$ cat config.mk
export PLATFORM = sky130hd
export DESIGN_NAME = serial_stream_arbiter
export DESIGN_NICKNAME = d
export VERILOG_FILES = /design/src/rtl/serial_arb_pkg.sv /design/src/rtl/rr_arb2.sv /design/src/rtl/serial_stream_arbiter.sv
export SDC_FILE = /design/constraint.sdc
export NUM_CORES = 1
export LEC_CHECK = 0
export BUFFER_PORTS_ARGS = -buffer_cell sky130_fd_sc_hd__clkbuf_2
export CORE_UTILIZATION = 49
export DETAILED_ROUTE_END_ITERATION = 6
export GPL_TIMING_DRIVEN = 0
export HOLD_SLACK_MARGIN = 0.15
export PLACE_DENSITY_LB_ADDON = 0.25
export SLEW_MARGIN = 30
export SYNTH_ARGS = -nofsm -noshare
export SYNTH_HDL_FRONTEND = slang
export SYNTH_SLANG_ARGS = --single-unit
export TNS_END_PERCENT = 10
$ cat constraint.sdc
create_clock -name clock -period 1.6 [get_ports clock]
set_input_delay 0.48 -clock clock [delete_from_list [all_inputs] [get_ports clock]]
set_output_delay 0.48 -clock clock [all_outputs]
set_load 0.02 [all_outputs]
$ cat src/rtl/serial_arb_pkg.sv
`default_nettype none
// ============================================================================
// Module   : serial_arb_pkg
// Purpose  : Shared types and default sizes for the serial stream arbiter.
// Revision : 1.0 - initial release
// ============================================================================
package serial_arb_pkg;

    // Frame sequencer states
    typedef enum logic [2:0] {
        ST_IDLE  = 3'd0,
        ST_CLEAR = 3'd1,
        ST_SHIFT = 3'd2,
        ST_DRAIN = 3'd3,
        ST_DONE  = 3'd4
    } state_t;

    localparam int c_frame_w_default = 8;
    localparam int c_cnt_w_default   = 4;

endpackage
`default_nettype wire

$ cat src/rtl/rr_arb2.sv
`default_nettype none
// ============================================================================
// Module   : rr_arb2
// Purpose  : Two-way round-robin winner select with a last-served pointer.
//            The winner is combinational; the pointer moves on i_accept.
// Revision : 1.0 - initial release
// ============================================================================
module rr_arb2 (
    input  logic       clk,
    input  logic       rst_n,
    input  logic [1:0] i_req,
    input  logic       i_accept,
    output logic [1:0] o_winner
);

    // Index of the requester served last; reset value 1 makes requester 0 win the first tie
    logic r_last;

    // Pick the single requester, or on a tie the one not served last
    always_comb begin
        o_winner = 2'b00;
        case (i_req)
            2'b01:   o_winner = 2'b01;
            2'b10:   o_winner = 2'b10;
            2'b11:   o_winner = r_last ? 2'b01 : 2'b10;
            default: o_winner = 2'b00;
        endcase
    end

    // Remember who was granted so the next tie goes the other way
    always_ff @(posedge clk or negedge rst_n) begin
        if (!rst_n) begin
            r_last <= 1'b1;
        end else if (i_accept && (o_winner != 2'b00)) begin
            r_last <= o_winner[1];
        end
    end

endmodule
`default_nettype wire

$ cat src/rtl/serial_stream_arbiter.sv
`default_nettype none
// ============================================================================
// Module   : serial_stream_arbiter
// Purpose  : Arbitrates two requesters onto a shared serial sequence
//            detector. Each granted frame is cleared, shifted out MSB first,
//            drained one cycle, and its detector hits are reported on done.
// Revision : 1.0 - initial release
// ============================================================================
module serial_stream_arbiter
    import serial_arb_pkg::*;
#(
    parameter int FRAME_W = c_frame_w_default,
    parameter int CNT_W   = c_cnt_w_default
) (
    input  logic               clock,
    input  logic               reset,
    input  logic [1:0]         req,
    input  logic [FRAME_W-1:0] data0,
    input  logic [FRAME_W-1:0] data1,
    output logic [1:0]         grant,
    output logic [1:0]         done,
    output logic [CNT_W-1:0]   hits,
    output logic               busy,
    output logic               det_I,
    output logic               det_rst,
    input  logic               det_F
);

    localparam int                 c_bc_w    = $clog2(FRAME_W);
    localparam logic [c_bc_w-1:0]  c_bc_last = c_bc_w'(FRAME_W - 1);
    localparam logic [CNT_W-1:0]   c_cnt_max = {CNT_W{1'b1}};

    state_t             r_state;
    logic [FRAME_W-1:0] r_sr;
    logic [c_bc_w-1:0]  r_bitcnt;
    logic [CNT_W-1:0]   r_cnt;

    logic [1:0]         w_winner;
    logic               w_accept;
    logic [CNT_W-1:0]   w_cnt_inc;

    assign w_accept  = (r_state == ST_IDLE) && (req != 2'b00);
    // Saturating increment: the count sticks at its maximum instead of wrapping
    assign w_cnt_inc = (r_cnt == c_cnt_max) ? r_cnt : (r_cnt + CNT_W'(1));

    rr_arb2 u_rr_arb2 (
        .clk      (clock),
        .rst_n    (reset),
        .i_req    (req),
        .i_accept (w_accept),
        .o_winner (w_winner)
    );

    // Frame sequencer: arbitration, detector clear, serial shift, hit counting and completion
    always_ff @(posedge clock or negedge reset) begin
        if (!reset) begin
            r_state  <= ST_IDLE;
            r_sr     <= '0;
            r_bitcnt <= '0;
            r_cnt    <= '0;
            grant    <= 2'b00;
            done     <= 2'b00;
            hits     <= '0;
            busy     <= 1'b0;
            det_I    <= 1'b0;
            det_rst  <= 1'b1;
        end else begin
            case (r_state)
                ST_IDLE: begin
                    done    <= 2'b00;
                    hits    <= '0;
                    det_I   <= 1'b0;
                    det_rst <= 1'b0;
                    grant   <= 2'b00;
                    busy    <= 1'b0;
                    if (req != 2'b00) begin
                        r_sr    <= w_winner[1] ? data1 : data0;
                        grant   <= w_winner;
                        r_cnt   <= '0;
                        det_rst <= 1'b1;
                        busy    <= 1'b1;
                        r_state <= ST_CLEAR;
                    end
                end
                ST_CLEAR: begin
                    det_rst  <= 1'b0;
                    det_I    <= r_sr[FRAME_W-1];
                    r_sr     <= r_sr << 1;
                    r_bitcnt <= '0;
                    r_cnt    <= '0;
                    r_state  <= ST_SHIFT;
                end
                ST_SHIFT: begin
                    // The detector output lags one bit, so the first shift cycle carries no result yet
                    if ((r_bitcnt != '0) && det_F) begin
                        r_cnt <= w_cnt_inc;
                    end
                    if (r_bitcnt == c_bc_last) begin
                        det_I   <= 1'b0;
                        r_state <= ST_DRAIN;
                    end else begin
                        det_I    <= r_sr[FRAME_W-1];
                        r_sr     <= r_sr << 1;
                        r_bitcnt <= r_bitcnt + c_bc_w'(1);
                    end
                end
                ST_DRAIN: begin
                    // Last bit's detection shows up here; fold it straight into the reported count
                    r_cnt   <= det_F ? w_cnt_inc : r_cnt;
                    hits    <= det_F ? w_cnt_inc : r_cnt;
                    done    <= grant;
                    r_state <= ST_DONE;
                end
                ST_DONE: begin
                    done    <= 2'b00;
                    hits    <= '0;
                    grant   <= 2'b00;
                    busy    <= 1'b0;
                    r_cnt   <= '0;
                    r_state <= ST_IDLE;
                end
                default: begin
                    r_state <= ST_IDLE;
                    grant   <= 2'b00;
                    done    <= 2'b00;
                    hits    <= '0;
                    busy    <= 1'b0;
                    det_I   <= 1'b0;
                    det_rst <= 1'b0;
                end
            endcase
        end
    end

endmodule
`default_nettype wire

Word level (Yosys, flattened, before mapping):

Cells that the tools add are included.

* output and inout bits: 11
* word-level logic and storage cells: 70
* register bits after elaboration: 30
* input bits: 21

* eq/ne operators: 13
* mux-type cells: 25
* $add $sub $neg: 2
* reductions and logical operators: 19

Operators by type and width (count)
* $mux W8: 3
* $pmux W8 S3: 1
* $mux W4: 4
* $pmux W4 S4: 1
* $pmux W3 S4: 1
* $mux W3: 3
* $pmux W2 S2: 2
* $pmux W4 S2: 1
* $eq A3 B2 Y1 const B: 2
* $eq A3 B3 Y1 const B: 2
* $ne A2 B2 Y1 const B: 3
* $pmux W2 S3: 1
* $pmux W3 S2: 1
* $reduce_and A3 Y1: 2
* $reduce_bool A2 Y1: 3
* $reduce_bool A3 Y1: 2
* $reduce_or A2 Y1: 3
* $reduce_or A3 Y1: 2
* $add A4 B1 Y4 const B: 1
* $eq A2 B2 Y1 const B: 2
* $eq A4 B4 Y1 const B: 1
* $mux W2: 2
* $pmux W1 S2: 2
* $reduce_and A2 Y1: 2
* 9 further kinds: 12

Depth between registers and ports, before layout:

Gate-level depths: netlist of run 1.

* depth after elaboration: 5
* mapped depth: 7
* mapped depth without buffers: 6

Cells and area by module:

Synthesis of run 1 repeated with hierarchy kept, for this count alone.

* cell total of the unflattened synthesis: 168
* area, all modules: 1739.2 um^2

Modules (own cells, without submodules)
* serial_stream_arbiter: instances 1, seq. area each 726.9 um^2, cells an instance 162, area each 1682.9 um^2
* rr_arb2: instances 1, seq. area each 26.3 um^2, cells an instance 6, area each 56.3 um^2

Worst setup path after synthesis of run 1:

Ideal clock, no wire load.

* kind: register to register
* start point: register r_bitcnt[0]
* end point: register r_sr[1]
* arrival: 1.565 ns
* stages on the path, launching flop included: 8
* buffers on the path: 1
* period minus slack after synthesis: 1.692 ns
* setup slack: -0.092 ns
* library setup time: 0.127 ns
* required time: 1.473 ns
* path through: dfrtp_1 ha_1 ha_1 nor3b_1 a22oi_4 buf_4 nand2_1 o21ai_1

* word-level cells in the longest chain between the ends: 3

Ends and longest elaborated chain
* from (decl): RTL line serial_stream_arbiter.sv:35 `logic [c_bc_w-1:0] r_bitcnt;`
* from (signal assigned): RTL line serial_stream_arbiter.sv:104 `r_bitcnt <= r_bitcnt + c_bc_w'(1);`
* $eq A3 B3 Y1: RTL line serial_stream_arbiter.sv:98 `if (r_bitcnt == c_bc_last) begin`
* $ne A2 B2 Y1 (no source line)
* $reduce_and A3 Y1 (no source line)
* to (signal assigned): RTL line serial_stream_arbiter.sv:77 `r_sr <= w_winner[1] ? data1 : data0;`
* to (signal assigned): RTL line serial_stream_arbiter.sv:88 `r_sr <= r_sr << 1;`
* to (signal assigned): RTL line serial_stream_arbiter.sv:103 `r_sr <= r_sr << 1;`
* to (decl): RTL line serial_stream_arbiter.sv:34 `logic [FRAME_W-1:0] r_sr;`

Every way passes these cells.
A chain may end at the register's enable or synchronous reset.

Worst setup path after layout of run 1:

* start point: register r_state[2]
* end point: register r_cnt[1]

* word-level cells in the longest chain between the ends: 4
* elaborated cells on any way between the ends: 11
* classes of those cells: eq/ne: 6; mux: 1; reduce/logical: 4

Ends and longest elaborated chain
* from (decl): RTL line serial_stream_arbiter.sv:33 `state_t r_state;`
* from (signal assigned): RTL line serial_stream_arbiter.sv:57 `r_state <= ST_IDLE;`
* from (signal assigned): RTL line serial_stream_arbiter.sv:82 `r_state <= ST_CLEAR;`
* from (signal assigned): RTL line serial_stream_arbiter.sv:91 `r_state <= ST_SHIFT;`
* $eq A3 B1 Y1 or $eq A3 B3 Y1 (tied branches): RTL line serial_stream_arbiter.sv:68 `case (r_state)`
* $reduce_or A2 Y1 (no source line)
* $reduce_bool A4 Y1 (no source line)
* $reduce_and A3 Y1 (no source line)
* to (signal assigned): RTL line serial_stream_arbiter.sv:96 `r_cnt <= w_cnt_inc;`
* to (signal assigned): RTL line serial_stream_arbiter.sv:109 `r_cnt <= det_F ? w_cnt_inc : r_cnt;`
* to (decl): RTL line serial_stream_arbiter.sv:36 `logic [CNT_W-1:0] r_cnt;`

Several ways; a longest one is shown, not always the timed one.

==> results of run 1 <==
layer usage:
layer / wire length [um] / vias up / part of all wire
met4: 52 / 0 / 0.014
li1: - / 698 / -
met5: 0 / - / 0
met1: 1630 / 688 / 0.43
met2: 1960 / 34 / 0.52
met3: 130 / 6 / 0.034
stage by stage:
| step | cell area (sq um) | util |
|---|---|---|
| global route | 2120 | 0.636 |
| detailed placement | 1930 | 0.579 |
| finish | 2120 | 0.636 |
| CTS | 2050 | 0.614 |
| global placement | 1930 | 0.579 |
| floorplan | 1720 | - |
state kept, by name, indices dropped and copies added (netlist names):
signal            flops
r_sr                  8
hits                  4
r_cnt                 4
r_bitcnt              3
r_state               3
done                  2
grant                 2
busy                  1
det_I                 1
det_rst               1
u_rr_arb2.r_last      1
worst paths after layout:
check	to	startpoint	slack (ns)
worst min-delay path	r_bitcnt[0]	reset	0.20
max in group asynchronous	r_state[2]	reset	0.87
worst min register to register	hits[2]	hits[2]	0.49
worst max-delay path	r_cnt[1]	r_state[2]	0.03
min in group clock	r_sr[0]	data0[0]	0.46
worst max register to register	r_cnt[1]	r_state[2]	0.03
cell usage after synthesis, drive strengths merged:
library cell and number:
or3 1, a22oi 3, inv 8, nand3b 1
o21a 1, a21o 1, ha 4, a211oi 1
dfrtp 28, nand3 7, or2 1, a22o 7
mux2 10, xnor2 1, a221oi 1, a21boi 1
nand4 2, nor3b 2, a2bb2oi 1, xor2 1
o311ai 1, nand2 22, buf 7, o221ai 1
a21oi 8, nor3 1, clkbuf 2, o211ai 1
nor2b 3, o21ai 17, nor2 8, or4 2
dfstp 2, o211a 1, mux2i 10, nand2b 2
area by class of cell:
| cell class | instances | share of cell area |
|---|---|---|
| buffer | 8 | 0.0283 |
| timing repair buffer | 38 | 0.0979 |
| multi-input combinational | 123 | 0.446 |
| inverter | 8 | 0.0142 |
| clock buffer | 6 | 0.0242 |
| clock inverter | 2 | 0.00590 |
| sequential | 30 | 0.356 |
| tap | 46 | 0.0271 |
logic make-up (layout without fill, tap and decap cells):
group,Yosys count,in the layout,synth area share
compound gates,45,45,0.193
buf+inv,17,62,0.0525
flops,30,30,0.439
mux,20,20,0.124
xor+xnor,2,2,0.0102
fa+ha+maj,4,4,0.0292
simple gates,52,52,0.152
repair_timing:
action                                  CTS  global route
hold buffers                              0             0
endpoints found under the hold margin     0             0
gates resized for setup                   5            11
setup buffers                             3             4
pin swaps                                 3             6
endpoints found under the setup margin   11            12
power by group:
group          internal, mW  switching (mW)  total (mW)
registers              1.08           0.235        1.31
logic                  1.15            1.27        2.42
clock network         0.211           0.278       0.489
==> impl_metrics.tcl, run 1 <==
set metrics [dict create \
    instances_no_fill 261 \
    cts-root-buf "clkbuf_4" \
    drc_errors 0 \
    vias 1426 \
    drive_gt1_frac 0.409 \
    status "finished clean" \
    yosysTopAreaCell "dfrtp_1" \
    seqCellArea_sq_um 756 \
    final_common_cell "clkbuf_2" \
    diodes 0 \
    fillers 296 \
    cp.depth 4 \
    synth_area_sq_mm 0.00172 \
    clk_path_buf_depth 2 \
    drv_slew 0 \
    cp.arrival_ns 1.81 \
    syn_area_per_cell_sq_um 10.1 \
    grt_pass1_wl_um 5780 \
    cp_data_required_time_ns 1.84 \
    ir_drop_mv 1.19 \
    setup-violations-final 0 \
    worstRegToRegCells 4 \
    cts_tree "built" \
    crit_path_max_incr_delay_ns 0.58 \
    synth_area_leaders "dfrtp_1, mux2_2, mux2i_1" \
    syn_to_final_growth_pct 23.6 \
    tns_ns 0 \
    start_kind "register" \
    numCtsBuffers 5 \
    drt_wl_total_um 3770 \
    gp_congestion 0.825 \
    slowest_stage "or4_4" \
    met3_usage 0.0567 \
    dp_cells 247 \
    grt_pass1_vias 1307 \
    synth-seq-area-share 0.439 \
    synth_cells 170 \
    final_nets 239 \
    multiInputGateArea_sq_um 946 \
    grtUsageMet1 0.272 \
    grt_overflow_total 0 \
    drt_iter0_drc 58 \
    grt_setup_unrepaired "yes" \
    ioPinCount 32 \
    via_per_inst 5.46 \
    finalWorstSetupSlack_ns 0.0328 \
    grt_max_degree 31 \
    ys_ff_latch 30 \
    yosysUniqueCellTypes 43 \
    dieArea_sq_mm 0.00374 \
    cp_max_fo 7 \
    top_usage_layer "met2" \
    hold_slack_ns 0.195 \
    grt.met2_usage 0.357 \
    finalClockSkew_ns 0.0170 \
    clkTransAtPathRegs_ns 0.11 \
    cp_num_buf_inv 0 \
    hold_class "in2async" \
    syn-num-nets 195 \
    pre_cts_ws_ns -0.201 \
    crit_chain "or4_4 -> a21oi_2 -> a221oi_4 -> o221ai_2" \
    core-area_sq_mm 0.00334 \
    synth_top_area_share 0.408 \
    maxCapViolations 0 \
    critPathCaptureType "register" \
    max_freq_mhz 638 \
    cp_top_family "simple AND/OR/NAND/NOR gates" \
    die_y_um 61.2 \
    clkLatencyLatePin_ns 0.33 \
    h-tree-depth 2 \
    ys_warn_count 0 \
    final_antenna_net_count 0 \
    p_leak_nw 1.01 \
    layout_min_cycle_time_ns 1.57 \
    port_buffers 31 \
    start_util 0.514 \
    firstDrtPassIters 4 \
    hold_violations 0 \
    path_class "reg2reg" \
    grt_antenna_before_repair 0 \
    wl_per_cell_um 14.5 \
    layout_common_cells "clkbuf_2, dfrtp_1, nand2_1" \
    track_usage 0.218 \
    power_per_cell_area_mw_per_mm2 1990 \
    finalCritPeriodShare 0.980 \
    dpl.hpwl_um 2720 \
    cts_sinks 30 \
    die_w_um 61.2 \
    worstMarginPinSlew_ns 0.753 \
    rows 21 \
    slew_headroom 0.498 \
    power_mw 4.22 \
]
Power figures use the tool's default switching activity.
==> run 2, diff against run 1 <==
--- a/config.mk
+++ b/config.mk
@@ -5,14 +5,17 @@
 export SDC_FILE = /design/constraint.sdc
 export NUM_CORES = 1
 export LEC_CHECK = 0
+export ABC_CLOCK_PERIOD_IN_PS = 1600
 export BUFFER_PORTS_ARGS = -buffer_cell sky130_fd_sc_hd__clkbuf_2
-export CORE_UTILIZATION = 49
+export CORE_UTILIZATION = 50
 export DETAILED_ROUTE_END_ITERATION = 6
+export GPL_ROUTABILITY_DRIVEN = 1
 export GPL_TIMING_DRIVEN = 0
 export HOLD_SLACK_MARGIN = 0.15
 export PLACE_DENSITY_LB_ADDON = 0.25
 export SLEW_MARGIN = 30
 export SYNTH_ARGS = -nofsm -noshare
 export SYNTH_HDL_FRONTEND = slang
+export SYNTH_HIERARCHICAL = 1
 export SYNTH_SLANG_ARGS = --single-unit
 export TNS_END_PERCENT = 10
==> run 2 against run 1 <==
The flow now finishes with violations (negative setup slack). Sequential share of layout area fell by 0.47 points. Critical endpoint is now r_sr[0]. Power fell by 0.35%. Combinational power rose by 2%. Sequential cell count did not move. Hold slack improved by 0.0039 ns. Largest cell class unchanged. Maximum frequency fell by 6.0%. Via count fell by 0.42%. Cell count fell by 0.38%. Wire length fell by 5.9%. Critical path type unchanged.
==> impl_metrics.tcl, run 2 <==
set metrics [dict create \
    status "finished, violations left" \
    violations "negative setup slack" \
    crit_start "r_bitcnt[1]" \
    gp_congestion 0.858 \
    drc_errors 0 \
    maxCapViolations 0 \
    synth_edf_count 0 \
    cts_tree "built" \
    cts-root-buf "clkbuf_4" \
    dp_cells 244 \
    ys_warn_count 6 \
    ys_ff_latch 30 \
    yosysTopAreaCell "dfrtp_1" \
    multiInputGateArea_sq_um 936 \
    worstReg2RegEnd "r_sr[0]" \
    tns_ns -0.144 \
    finalCritPeriodShare 1.04 \
    worstMarginPinSlew_ns 0.750 \
    synth_cells 168 \
    ioPinCount 32 \
    layout_min_cycle_time_ns 1.67 \
    cp_max_fo 6 \
    cp-endpoint "r_sr[0]" \
    grt_pass1_vias 1250 \
    grt_overflow_total 0 \
    largest_reg_flops 8 \
    syn_area_per_cell_sq_um 10.4 \
    setup-violations-final 6 \
    grt_pass1_wl_um 5600 \
    final_common_cell "clkbuf_2" \
    start_kind "register" \
    h-tree-depth 2 \
    route.met2.wl_um 1710 \
    track_usage 0.209 \
    clk_path_buf_depth 2 \
    ir_drop_mv 1.11 \
    final_area_sq_mm 0.00214 \
    syn-num-nets 193 \
    start_util 0.521 \
    largest_register "r_sr" \
    syn_to_final_growth_pct 23.2 \
    synth_area_leaders "dfrtp_1, mux2i_1, mux2_2" \
    dieArea_sq_mm 0.00372 \
    rows 21 \
    cp.arrival_ns 1.89 \
    r2r_start "r_bitcnt[1]" \
    reg2reg_setup_slack_ns -0.07 \
    firstDrtPassIters 4 \
    slew_headroom 0.500 \
    seqCellArea_sq_um 753 \
    dpl.hpwl_um 2470 \
    dr.max_layer_used "met4" \
    synth-seq-area-share 0.433 \
    combPwrFrac 0.585 \
    vias 1420 \
    core-area_sq_mm 0.00334 \
    synth_top_area_share 0.403 \
    via_per_inst 5.46 \
    p_leak_nw 1.06 \
    drive_gt1_frac 0.374 \
    cts_sinks 30 \
    clkPwrFrac 0.113 \
    met3_wirelength_um 138 \
    top_regs "r_sr: 8 flops, hits: 4 flops, r_cnt: 4 flops" \
    power_mw 4.21 \
    die_y_um 61.0 \
    wl_per_cell_um 13.7 \
    max_freq_mhz 600 \
    synth_area_sq_mm 0.00174 \
    final_antenna_net_count 0 \
    m1WireLength_um 1660 \
    drt_iter0_drc 32 \
    synthArstFlopShare 1.00 \
    synth_most_common_cell "dfrtp_1" \
    clkLatencyLatePin_ns 0.33 \
    final_nets 238 \
    hold_class "in2async" \
    hold_violations 0 \
    numCtsBuffers 5 \
    port_buffers 30 \
    diodes 0 \
    grt_max_degree 31 \
    ys.flop_type "dfrtp_1" \
    power.switching_mw 1.70 \
    p_seq_frac 0.303 \
    finalWorstSetupSlack_ns -0.0680 \
    layout_common_cells "clkbuf_2, dfrtp_1, mux2i_1" \
    instances_no_fill 260 \
    yosysUniqueCellTypes 42 \
    critPathCaptureType "register" \
    worstRegToRegCells 7 \
    power_per_cell_area_mw_per_mm2 1960 \
    cp_data_required_time_ns 1.82 \
    switching_share 0.404 \
    ys_top_cells_by_count "dfrtp_1, inv_1, mux2i_1, nand2_1" \
    grt_antenna_before_repair 0 \
    clkTransAtPathRegs_ns 0.09 \
    drv_slew 0 \
    grt_setup_unrepaired "yes" \
    die_w_um 61.0 \
    postPlaceCellArea_sq_mm 0.00197 \
    intPower_mw 2.51 \
    postCtsHoldBufs 0 \
    finalClockSkew_ns 0.00866 \
    fillers 288 \
    path_class "reg2reg" \
    drt_wl_total_um 3550 \
]
run 2: logic make-up (layout without fill, tap and decap cells):
family | after synthesis | after routing | synth area share
AO/OA/AOI/OAI | 44 | 44 | 0.163
XOR/XNOR | 2 | 2 | 0.0209
adder cells (fa/ha/maj) | 4 | 4 | 0.0288
buffers and inverters | 23 | 69 | 0.0683
flip-flops | 30 | 30 | 0.433
multiplexers | 27 | 27 | 0.168
AND/OR/NAND/NOR | 38 | 38 | 0.118
run 2: how the worst min path moves through the flow:
stage	start	end	slack [ns]	depth (start not counted)
CTS	reset	r_cnt[1]	0.23	1
detailed placement	det_rst	det_rst	0.46	2
finish	reset	hits[0]	0.20	1
global route	reset	r_cnt[1]	0.25	1
global placement	det_rst	det_rst	0.45	2
floorplan	reset	busy	0.18	0
run 2: area by class of cell:
cell class                 count  area share
multi-input combinational    115       0.437
tap                           46      0.0269
timing repair buffer          39       0.105
inverter                      13      0.0228
clock buffer                   8      0.0275
buffer                         9      0.0292
sequential                    30       0.352
run 2: timing repair:
item                       CTS  global route
buffers inserted             9             0
setup endpoints to repair    7            14
gates cloned                 0             0
gates resized for setup      7             5
pin swaps                    2             1
run 2: stage by stage:
step                hold WS (ns)  setup slack [ns]   util
floorplan                  0.184           -0.0832      -
global placement           0.452            -0.327  0.591
detailed placement         0.463            -0.334  0.591
CTS                        0.226           -0.0343  0.637
global route               0.255            -0.106  0.642
finish                     0.199           -0.0680  0.642
run 2: metal layers:
metal	up-vias	track usage
met5	-	0
met4	0	0.0779
met3	5	0.0512
met2	36	0.345
met1	694	0.267
li1	685	-
run 2: worst max-delay path, stage by stage, from the launching register on:
cell and delay (ns):
dfrtp_1 0.40, ha_2 0.21, ha_4 0.16, nand2b_4 0.14, o22ai_2 0.14, nand2b_1 0.09, buf_6 0.14, mux2_4 0.29
run 2: power by group through the flow:
stage / Clock [mW] / Combinational (mW) / Sequential [mW]
after floorplan: 0 / 1.65 / 1.35
after global placement: 0 / 2.11 / 1.27
after detailed placement: 0 / 2.19 / 1.29
after CTS: 0.480 / 2.43 / 1.27
after global routing: 0.512 / 2.71 / 1.30
final: 0.474 / 2.46 / 1.27
==> run 3, diff against run 2 <==
--- a/config.mk
+++ b/config.mk
@@ -18,4 +18,4 @@
 export SYNTH_HDL_FRONTEND = slang
 export SYNTH_HIERARCHICAL = 1
 export SYNTH_SLANG_ARGS = --single-unit
-export TNS_END_PERCENT = 10
+export TNS_END_PERCENT = 100
==> run 3 against run 2 <==
The flow still finishes with violations (negative setup slack). Power rose by 9.4%. Core utilization rose by 2.4 points. First-iteration DRC count rose by 78%. Clock skew barely moved. Setup slack improved by 0.018 ns. Non-clock buffer count rose by 4. Wire length rose by 13%. Count of clock-buffer cells in the layout fell by 1. Sequential share of layout area fell by 1.2 points. Global-route usage rose by 1.4 points. Sequential cell count did not move. Hold slack barely moved. Critical endpoint unchanged. Highest routed layer unchanged.
==> impl_metrics.tcl, run 3 (same netlist as run 2, synthesis figures left out) <==
set metrics [dict create \
    top_regs "r_sr: 8 flops, hits: 4 flops, r_cnt: 4 flops" \
    diodes 0 \
    layout_common_cells "clkbuf_2, dfrtp_1, buf_4, mux2i_1, nand2_1" \
    finalCritPeriodShare 1.03 \
    slowest_stage "dfrtp_1" \
    worstReg2RegEnd "r_sr[0]" \
    maxCapViolations 0 \
    drt_iter0_drc 57 \
    reg2reg_setup_slack_ns -0.05 \
    ioPinCount 32 \
    final_antenna_net_count 0 \
    vias 1440 \
    start_util 0.521 \
    ir_drop_mv 1.07 \
    violations "negative setup slack" \
    worstMarginPinSlew_ns 0.756 \
    wl_per_cell_um 15.2 \
    largest_register "r_sr" \
    max_freq_mhz 606 \
    start_kind "register" \
    crit_path_max_incr_delay_ns 0.40 \
    clkTransAtPathRegs_ns 0.10 \
    firstDrtPassIters 4 \
    power_mw 4.61 \
    critPathCaptureType "register" \
    cp.arrival_ns 1.88 \
    grt_pass1_vias 1288 \
    track_usage 0.223 \
    final_util 0.666 \
    grt_max_degree 31 \
    die_w_um 61.0 \
    grt_overflow_total 0 \
    dieArea_sq_mm 0.00372 \
    layout_min_cycle_time_ns 1.65 \
    cp_data_required_time_ns 1.83 \
    power_per_cell_area_mw_per_mm2 2070 \
    syn_to_final_growth_pct 27.8 \
    port_buffers 30 \
    drive_gt1_frac 0.404 \
    multiInputGateArea_sq_um 948 \
    finalClockSkew_ns 0.00833 \
    pre_cts_ws_ns -0.357 \
    grt_setup_unrepaired "yes" \
    fillers 288 \
    dpl.hpwl_um 2740 \
    clkLatencyLatePin_ns 0.33 \
    crit_chain "ha_2 -> ha_4 -> nand2b_4 -> o22ai_2 -> nand2b_1 -> buf_6 -> mux2_4" \
    final_common_cell "clkbuf_2" \
    setup-violations-final 6 \
    r2r_start "r_bitcnt[0]" \
    gp_congestion 0.892 \
    finalWorstSetupSlack_ns -0.0497 \
    slew_headroom 0.496 \
    grt_antenna_before_repair 0 \
    drv_slew 0 \
    drc_errors 0 \
    via_per_inst 5.45 \
    hold_class "in2async" \
    rows 21 \
    hold_slack_ns 0.200 \
    postCtsHoldBufs 0 \
    p_leak_nw 1.09 \
    cts_tree "built" \
    grt_pass1_wl_um 5890 \
    cts-root-buf "clkbuf_4" \
    final_nets 242 \
    cp_max_fo 4 \
    numCtsBuffers 5 \
    die_y_um 61.0 \
    clk_path_buf_depth 2 \
    largest_reg_flops 8 \
    status "finished, violations left" \
    hold_violations 0 \
    seqCellArea_sq_um 754 \
    drt_wl_total_um 4030 \
    path_class "reg2reg" \
    h-tree-depth 2 \
    core-area_sq_mm 0.00334 \
    worstRegToRegCells 7 \
    cts_sinks 30 \
]
[run 3: where the power goes]
group          leakage (nW)  switching, mW  internal (mW)
logic                 0.664           1.34           1.34
clock network        0.0455          0.268          0.373
registers             0.381          0.208           1.08
total                  1.09           1.82           2.79
[run 3: worst max path at each step]
stage | startpoint | endpoint | slack [ns] | cells past startpoint
after floorplan | req[1] | r_sr[1] | -0.08 | 5
after global placement | req[1] | r_sr[2] | -0.32 | 6
after detailed placement | req[1] | r_sr[1] | -0.36 | 6
after CTS | r_bitcnt[0] | r_sr[0] | -0.04 | 7
after global routing | r_bitcnt[0] | r_sr[4] | -0.06 | 8
final | r_bitcnt[0] | r_sr[0] | -0.05 | 7
[run 3: per-layer routing]
layer  global-route usage  share of wire  vias to the layer above
met3               0.0661          0.044                        7
met5                    0              0                        -
li1                     -              -                      697
met4               0.0812          0.015                        0
met2                0.353           0.50                       37
met1                0.290           0.44                      699
[run 3: cell type report]
type | instances | share of cell area
clock inverter | 1 | 0.0135
clock buffer | 7 | 0.0248
tap | 46 | 0.0259
multi-input combinational | 115 | 0.427
buffer | 9 | 0.0282
timing repair buffer | 43 | 0.117
sequential | 30 | 0.340
inverter | 13 | 0.0242
[run 3: worst max-delay path: cells and delay by family (launching register included)]
family                   cells  cell delay, ns
AO/OA/AOI/OAI                1            0.14
flip-flops                   1            0.40
adder cells (fa/ha/maj)      2            0.36
buffers and inverters        1            0.14
AND/OR/NAND/NOR              2            0.22
multiplexers                 1            0.29
[run 3: metrics by stage]
step,setup TNS [ns],cell area (sq um),instances
2_1_floorplan,-0.203,1780,168
4_1_cts,-0.0960,2160,260
6_report,-0.149,2220,264
3_5_place_dp,-1.35,1990,244
3_3_place_gp,-0.993,1990,244
5_1_grt,-0.307,2220,264
[run 3: repair_timing]
item,CTS,global route
pin swaps,3,3
buffers inserted,9,4
hold endpoints to repair,0,0
setup endpoints to repair,4,15
resized for setup,3,12
